===== src/rtl/fft_peak_detector.sv =====
// 16-bin FFT peak detector: captures a frame per fft_valid strobe,
// scans bin magnitudes (re^2+im^2) one per cycle and reports the max.
module fft_peak_detector #(
  parameter int DW = 16
) (
  input  logic            clk,
  input  logic            rst,
  input  logic            fft_valid,
  input  logic [2*DW-1:0] fft_d0,
  input  logic [2*DW-1:0] fft_d1,
  input  logic [2*DW-1:0] fft_d2,
  input  logic [2*DW-1:0] fft_d3,
  input  logic [2*DW-1:0] fft_d4,
  input  logic [2*DW-1:0] fft_d5,
  input  logic [2*DW-1:0] fft_d6,
  input  logic [2*DW-1:0] fft_d7,
  input  logic [2*DW-1:0] fft_d8,
  input  logic [2*DW-1:0] fft_d9,
  input  logic [2*DW-1:0] fft_d10,
  input  logic [2*DW-1:0] fft_d11,
  input  logic [2*DW-1:0] fft_d12,
  input  logic [2*DW-1:0] fft_d13,
  input  logic [2*DW-1:0] fft_d14,
  input  logic [2*DW-1:0] fft_d15,
  output logic            done,
  output logic [3:0]      freq,
  output logic [2*DW-1:0] peak_mag,
  output logic            busy,
  output logic            drop
);

  localparam int NBINS = 16;

  typedef enum logic [1:0] {
    IDLE   = 2'd0,
    SCAN   = 2'd1,
    REPORT = 2'd2
  } state_t;

  state_t          r_state;
  state_t          w_state_nxt;
  logic [2*DW-1:0] r_pend [NBINS];
  logic [2*DW-1:0] r_work [NBINS];
  logic [2*DW-1:0] w_in   [NBINS];
  logic            r_pend_full;
  logic            w_pend_full_nxt;
  logic            w_launch;
  logic            w_drop_nxt;
  logic [3:0]      r_idx;
  logic [3:0]      r_max_idx;
  logic [2*DW-1:0] r_max;
  logic [2*DW-1:0] w_cur;
  logic signed [DW-1:0]   w_re;
  logic signed [DW-1:0]   w_im;
  logic signed [2*DW-1:0] w_re2;
  logic signed [2*DW-1:0] w_im2;
  logic [2*DW-1:0] w_mag;

  assign w_in[0]  = fft_d0;
  assign w_in[1]  = fft_d1;
  assign w_in[2]  = fft_d2;
  assign w_in[3]  = fft_d3;
  assign w_in[4]  = fft_d4;
  assign w_in[5]  = fft_d5;
  assign w_in[6]  = fft_d6;
  assign w_in[7]  = fft_d7;
  assign w_in[8]  = fft_d8;
  assign w_in[9]  = fft_d9;
  assign w_in[10] = fft_d10;
  assign w_in[11] = fft_d11;
  assign w_in[12] = fft_d12;
  assign w_in[13] = fft_d13;
  assign w_in[14] = fft_d14;
  assign w_in[15] = fft_d15;

  // Squared magnitude of the bin under scan; each square is non-negative,
  // so the unsigned sum holds even the -full-scale corner (2^(2DW-1)).
  assign w_cur = r_work[r_idx];
  assign w_re  = w_cur[2*DW-1:DW];
  assign w_im  = w_cur[DW-1:0];
  assign w_re2 = w_re * w_re;
  assign w_im2 = w_im * w_im;
  assign w_mag = $unsigned(w_re2) + $unsigned(w_im2);

  // A pending frame is drained only when the scanner is idle.
  assign w_launch = (r_state == IDLE) && r_pend_full;
  assign w_pend_full_nxt = fft_valid | (r_pend_full & ~w_launch);
  assign w_drop_nxt = fft_valid & r_pend_full & ~w_launch;

  // Next-state logic for the scan sequencer.
  always_comb begin
    w_state_nxt = r_state;
    unique case (r_state)
      IDLE:    if (r_pend_full) w_state_nxt = SCAN;
      SCAN:    if (r_idx == 4'd15) w_state_nxt = REPORT;
      REPORT:  w_state_nxt = IDLE;
      default: w_state_nxt = IDLE;
    endcase
  end

  // State register.
  always_ff @(posedge clk or posedge rst) begin
    if (rst) r_state <= IDLE;
    else     r_state <= w_state_nxt;
  end

  // Pending capture and work-buffer hand-off.
  always_ff @(posedge clk or posedge rst) begin
    if (rst) begin
      r_pend_full <= 1'b0;
      for (int i = 0; i < NBINS; i++) begin
        r_pend[i] <= '0;
        r_work[i] <= '0;
      end
    end else begin
      r_pend_full <= w_pend_full_nxt;
      for (int i = 0; i < NBINS; i++) begin
        if (fft_valid) r_pend[i] <= w_in[i];
        if (w_launch)  r_work[i] <= r_pend[i];
      end
    end
  end

  // Running maximum; strict compare keeps the lowest index on ties.
  always_ff @(posedge clk or posedge rst) begin
    if (rst) begin
      r_idx     <= '0;
      r_max     <= '0;
      r_max_idx <= '0;
    end else if (w_launch) begin
      r_idx     <= '0;
      r_max     <= '0;
      r_max_idx <= '0;
    end else if (r_state == SCAN) begin
      r_idx <= r_idx + 4'd1;
      if (w_mag > r_max) begin
        r_max     <= w_mag;
        r_max_idx <= r_idx;
      end
    end
  end

  // Registered outputs; freq/peak_mag hold between reports.
  always_ff @(posedge clk or posedge rst) begin
    if (rst) begin
      done     <= 1'b0;
      freq     <= '0;
      peak_mag <= '0;
      busy     <= 1'b0;
      drop     <= 1'b0;
    end else begin
      done <= (r_state == REPORT);
      drop <= w_drop_nxt;
      busy <= (w_state_nxt != IDLE) | w_pend_full_nxt;
      if (r_state == REPORT) begin
        freq     <= r_max_idx;
        peak_mag <= r_max;
      end
    end
  end

endmodule

===== config.mk =====
export PLATFORM = sky130hd
export DESIGN_NAME = fft_peak_detector
export DESIGN_NICKNAME = d
export VERILOG_FILES = /design/src/rtl/fft_peak_detector.sv
export SDC_FILE = /design/constraint.sdc
export NUM_CORES = 2
export LEC_CHECK = 0
export BUFFER_PORTS_ARGS = -buffer_cell sky130_fd_sc_hd__buf_2
export CAP_MARGIN = 20
export CORE_MARGIN = 1
export CORE_UTILIZATION = 61
export CTS_CLUSTER_SIZE = 8
export DETAILED_ROUTE_END_ITERATION = 8
export GPL_TIMING_DRIVEN = 0
export PLACE_DENSITY = 0.88
export SLEW_MARGIN = 20
export SYNTH_ARGS = -nofsm -noshare
export SYNTH_HDL_FRONTEND = slang
export SYNTH_SLANG_ARGS = --single-unit

===== constraint.sdc =====
create_clock -name clk -period 49.3 [get_ports clk]
set_input_delay 14.79 -clock clk [delete_from_list [all_inputs] [get_ports clk]]
set_output_delay 14.79 -clock clk [all_outputs]
set_load 0.02 [all_outputs]

==> metrics.md <==
| Metric | Value |
|---|---|
| Commonest cells post-synth | nand2_1 (1750), dfrtp_1 (1106), inv_1 (646) |
| Hpwl dp | 155.1 mm |
| Slowest CP cell | clkbuf_1 |
| Max Root-Sink Buffers | 3 |
| Number of CTS-inserted buffers | approximately 160 |
| Endpoints failing setup | 0 |
| Mean area per synthesized cell | 11.05 µm² |
| Fin util | 0.7078 |
| Post-synthesis register bit count | about 1100 |
| Crit path max fanout | 10 |
| RSZ-0062 raised after global routing | false |
| Clk slew on worst S/H paths | around 0.060 ns |
| Maxcap violations | 0 |
| Clk_skew | slightly below 0.05 ns |
| Hold_sp | r_pend[321]$_DFFE_PP0P_ |
| Top_reg_cell synth | dfrtp_1 |
| H-tree depth | 4 |
| Initial antenna violation count | 45 |
| Clock root buffer | clkbuf_16 |
| Ys Warns | 0 |
| Nets@finish | around 7700 |
| CP required | 49.97 ns |
| First-iteration detailed-routing DRC count | 6221 |
| Crit path DAT | between 15 and 20 ns |
| First-pass GRT wire length | approximately 320 mm |
| Delay-heaviest family, CP | buffers and inverters |
| Post-route ant nets | 0 |
| Slew headroom | 0.2104 |
| Avg Vias per Cell | about 6.3 |
| Post-synth top area share | 0.4371 |
| Worst setup path startpoint | fft_valid |
| Final WL | approximately 220 mm |
| Area leader, netlist | dfrtp_1 |
| Sequential area share after synthesis | 0.4371 |
| Final hold violations | 0 |
| Fin crit period | 17.06 ns |
| Ys async rst share | 1.000 |
| Worst-path cell chain | clkbuf_1, clkbuf_1, clkbuf_1, inv_1, nor2_1 |
| Drt pass-1 iters | 8 |
| Synth cell types | 60 |
| RD Place Congestion | 1.002 |
| Area growth syn-to-layout | 14.39% |
| Synthesized Nets | between 6000 and 7000 |
| Post-CTS Setup Bufs | 0 |
| Worst Setup End Kind | flip-flop |
| Largest net degree at the start of global routing | 111 |
| Share of layout cells above drive strength 1 | 0.2414 |
| Per-cell routed wire length | 28.04 µm |
| Most common cell in the netlist | nand2_1 |
| Chip height | 324.2 µm |
| Crit Path Category | in -> reg |
| Type of element launching the critical path | input port |
| CTS tree | built |
| CP Buf/Inv Count | 4 |
| Vias | between 40000 and 50000 |
| I/O Buffers | ~550 |
| Grt ovf | 0 |
| Core footprint | between 100000 and 150000 µm² |
| Ports | between 500 and 600 |
| HP Class | reg -> reg |
| Post-Synthesis Cell Area | approximately 63000 µm² |
| Skew-Pair Late Insertion Delay | 0.78 ns |
| Residual DRC | 0 |
| Initial Util | 0.6187 |
| Worst-Margin Slew | roughly 1.2 ns |
| Synth Instances | around 5700 |
| Most used cell, CP | clkbuf_1 |
| Row cnt | roughly 120 |
| Vias in the first global route | 52253 |
| R2R Path Start | r_idx[1]$_DFFE_PP0P_ |
| Gr usage total | 0.4323 |
| Horiz. Die Dim | ~320 µm |
| Final Cycle Share | 0.3461 |
| Synth top area cells | dfrtp_1 (44%), fa_1 (16%), nand2_1 (10%), mux2_2 (9.5%), mux4_2 (5.2%) |
| Die ar. | approximately 110000 µm² |
| Clk sinks | about 1100 |
| Outcome | completed |
| Final slew viol count | 0 |
| Number of synthesized flops with an enable pin | 0 |
| Post-CTS Hold Buffers | 0 |
| Post-CTS sizing | 0 |
| CP max stage delay | 0.93 ns |
| Max Clk Rate | 58.61 MHz |
[worst reg2reg max path, delay by kind of cell (launching register included)]
| family | cells | cell delay [ns] |
|---|---|---|
| buffers and inverters | 9 | 2.78 |
| adders and majority gates | 10 | 5.15 |
| and+or+nand+nor | 9 | 1.79 |
| muxes | 2 | 1.20 |
| DFF | 1 | 0.35 |
| AOI/OAI and AO/OA | 10 | 2.29 |
[per-stage QoR]
step / setup WS [ns] / instance area [µm²] / setup TNS, ns / std cells / hold slack, ns
6_report: 32.24 / 72420 / 0 / 7852 / 0.4606
5_1_grt: 32.31 / 72400 / 0 / 7843 / 0.4770
4_1_cts: 32.41 / 72380 / 0 / 7835 / 0.4587
3_5_place_dp: 31.81 / 68100 / 0 / 7660 / 0.4485
3_3_place_gp: -6.564 / 67790 / -6978.78 / 7649 / 0.4418
2_1_floorplan: 3.369 / 63310 / 0 / 5729 / 0.4348
[path summary, 6_finish.rpt]
kind | to | slack (ns) | depth (start not counted)
worst min register to register | r_work[321]$_DFFE_PP0P_ | 0.46 | 2
worst max register to register | r_max[21]$_DFFE_PP0P_ | 35.70 | 40
worst min-delay path | r_work[321]$_DFFE_PP0P_ | 0.46 | 2
max in group asynchronous | r_pend[101]$_DFFE_PP0P_ | 32.98 | 6
worst max-delay path | drop$_DFF_PP0_ | 32.24 | 5
min in group asynchronous | r_pend[299]$_DFFE_PP0P_ | 14.04 | 2
[state kept, by name, summed over array words and instances, names as in the netlist, 2 cells and up]
register   flops
r_pend       512
r_work       512
peak_mag      32
r_max         32
freq           4
r_idx          4
r_max_idx      4
r_state        2
[cell type report]
| type | count | area (µm²) |
|---|---|---|
| multi-input cells | 3657 | 31810 |
| fillers | 6520 | 29900 |
| flip-flops and latches | 1106 | 27680 |
| clock buffers | 159 | 3915 |
| repair buffers | 563 | 3065 |
| inverters | 702 | 2645 |
| well taps | 1368 | 1712 |
| plain buffers | 264 | 1187 |
| clock inverters | 16 | 366.6 |
| diodes | 17 | 42.54 |
[cell usage in the layout, fill, tap and decap left out, types with 8 or more instances in the layout]
cell type  Yosys  layout
o21a_1        11      11
xnor2_1       44      44
mux2i_1       42      42
o21ai_0       67      67
a21oi_1       35      35
nor2b_1       16      16
buf_2         43     595
inv_1        646     645
dfrtp_1     1106    1106
nand2_1     1750    1750
inv_2         55      55
mux2_2       533     533
buf_6         15      15
clkinv_16      0       8
and2_1        37      37
xor2_1        14      14
fa_1         519     519
nand2b_1      14      14
diode_2        0      17
a21o_1        15      15
buf_4          8       8
clkbuf_16      0     156
buf_16         0      11
nor2_1       128     128
mux4_2       145     145
ha_1         184     184
nor3_1         8       8
o21ai_2        8       8
clkbuf_1     191     194
nand4_1       10      10
[per-layer routing]
layer | vias up | routed length, µm | GRT usage
met5 | - | 348 | 0.007407
met4 | 38 | 24690 | 0.3883
met3 | 1377 | 28110 | 0.1603
met2 | 3917 | 98510 | 0.6468
met1 | 24503 | 68520 | 0.4840
li1 | 19368 | - | -
[cell families after synthesis]
| group | count (synthesis) | synth area share |
|---|---|---|
| AND/OR/NAND/NOR | 1996 | 0.1228 |
| flip-flops | 1106 | 0.4371 |
| buffers and inverters | 966 | 0.06041 |
| multiplexers | 720 | 0.1530 |
| adder cells (fa/ha/maj) | 703 | 0.2005 |
| AO/OA/AOI/OAI | 180 | 0.01812 |
| XOR/XNOR | 58 | 0.008023 |
Power is not shown: default switching activity piles up to over one toggle a cycle in this logic, so the estimate is an artifact.
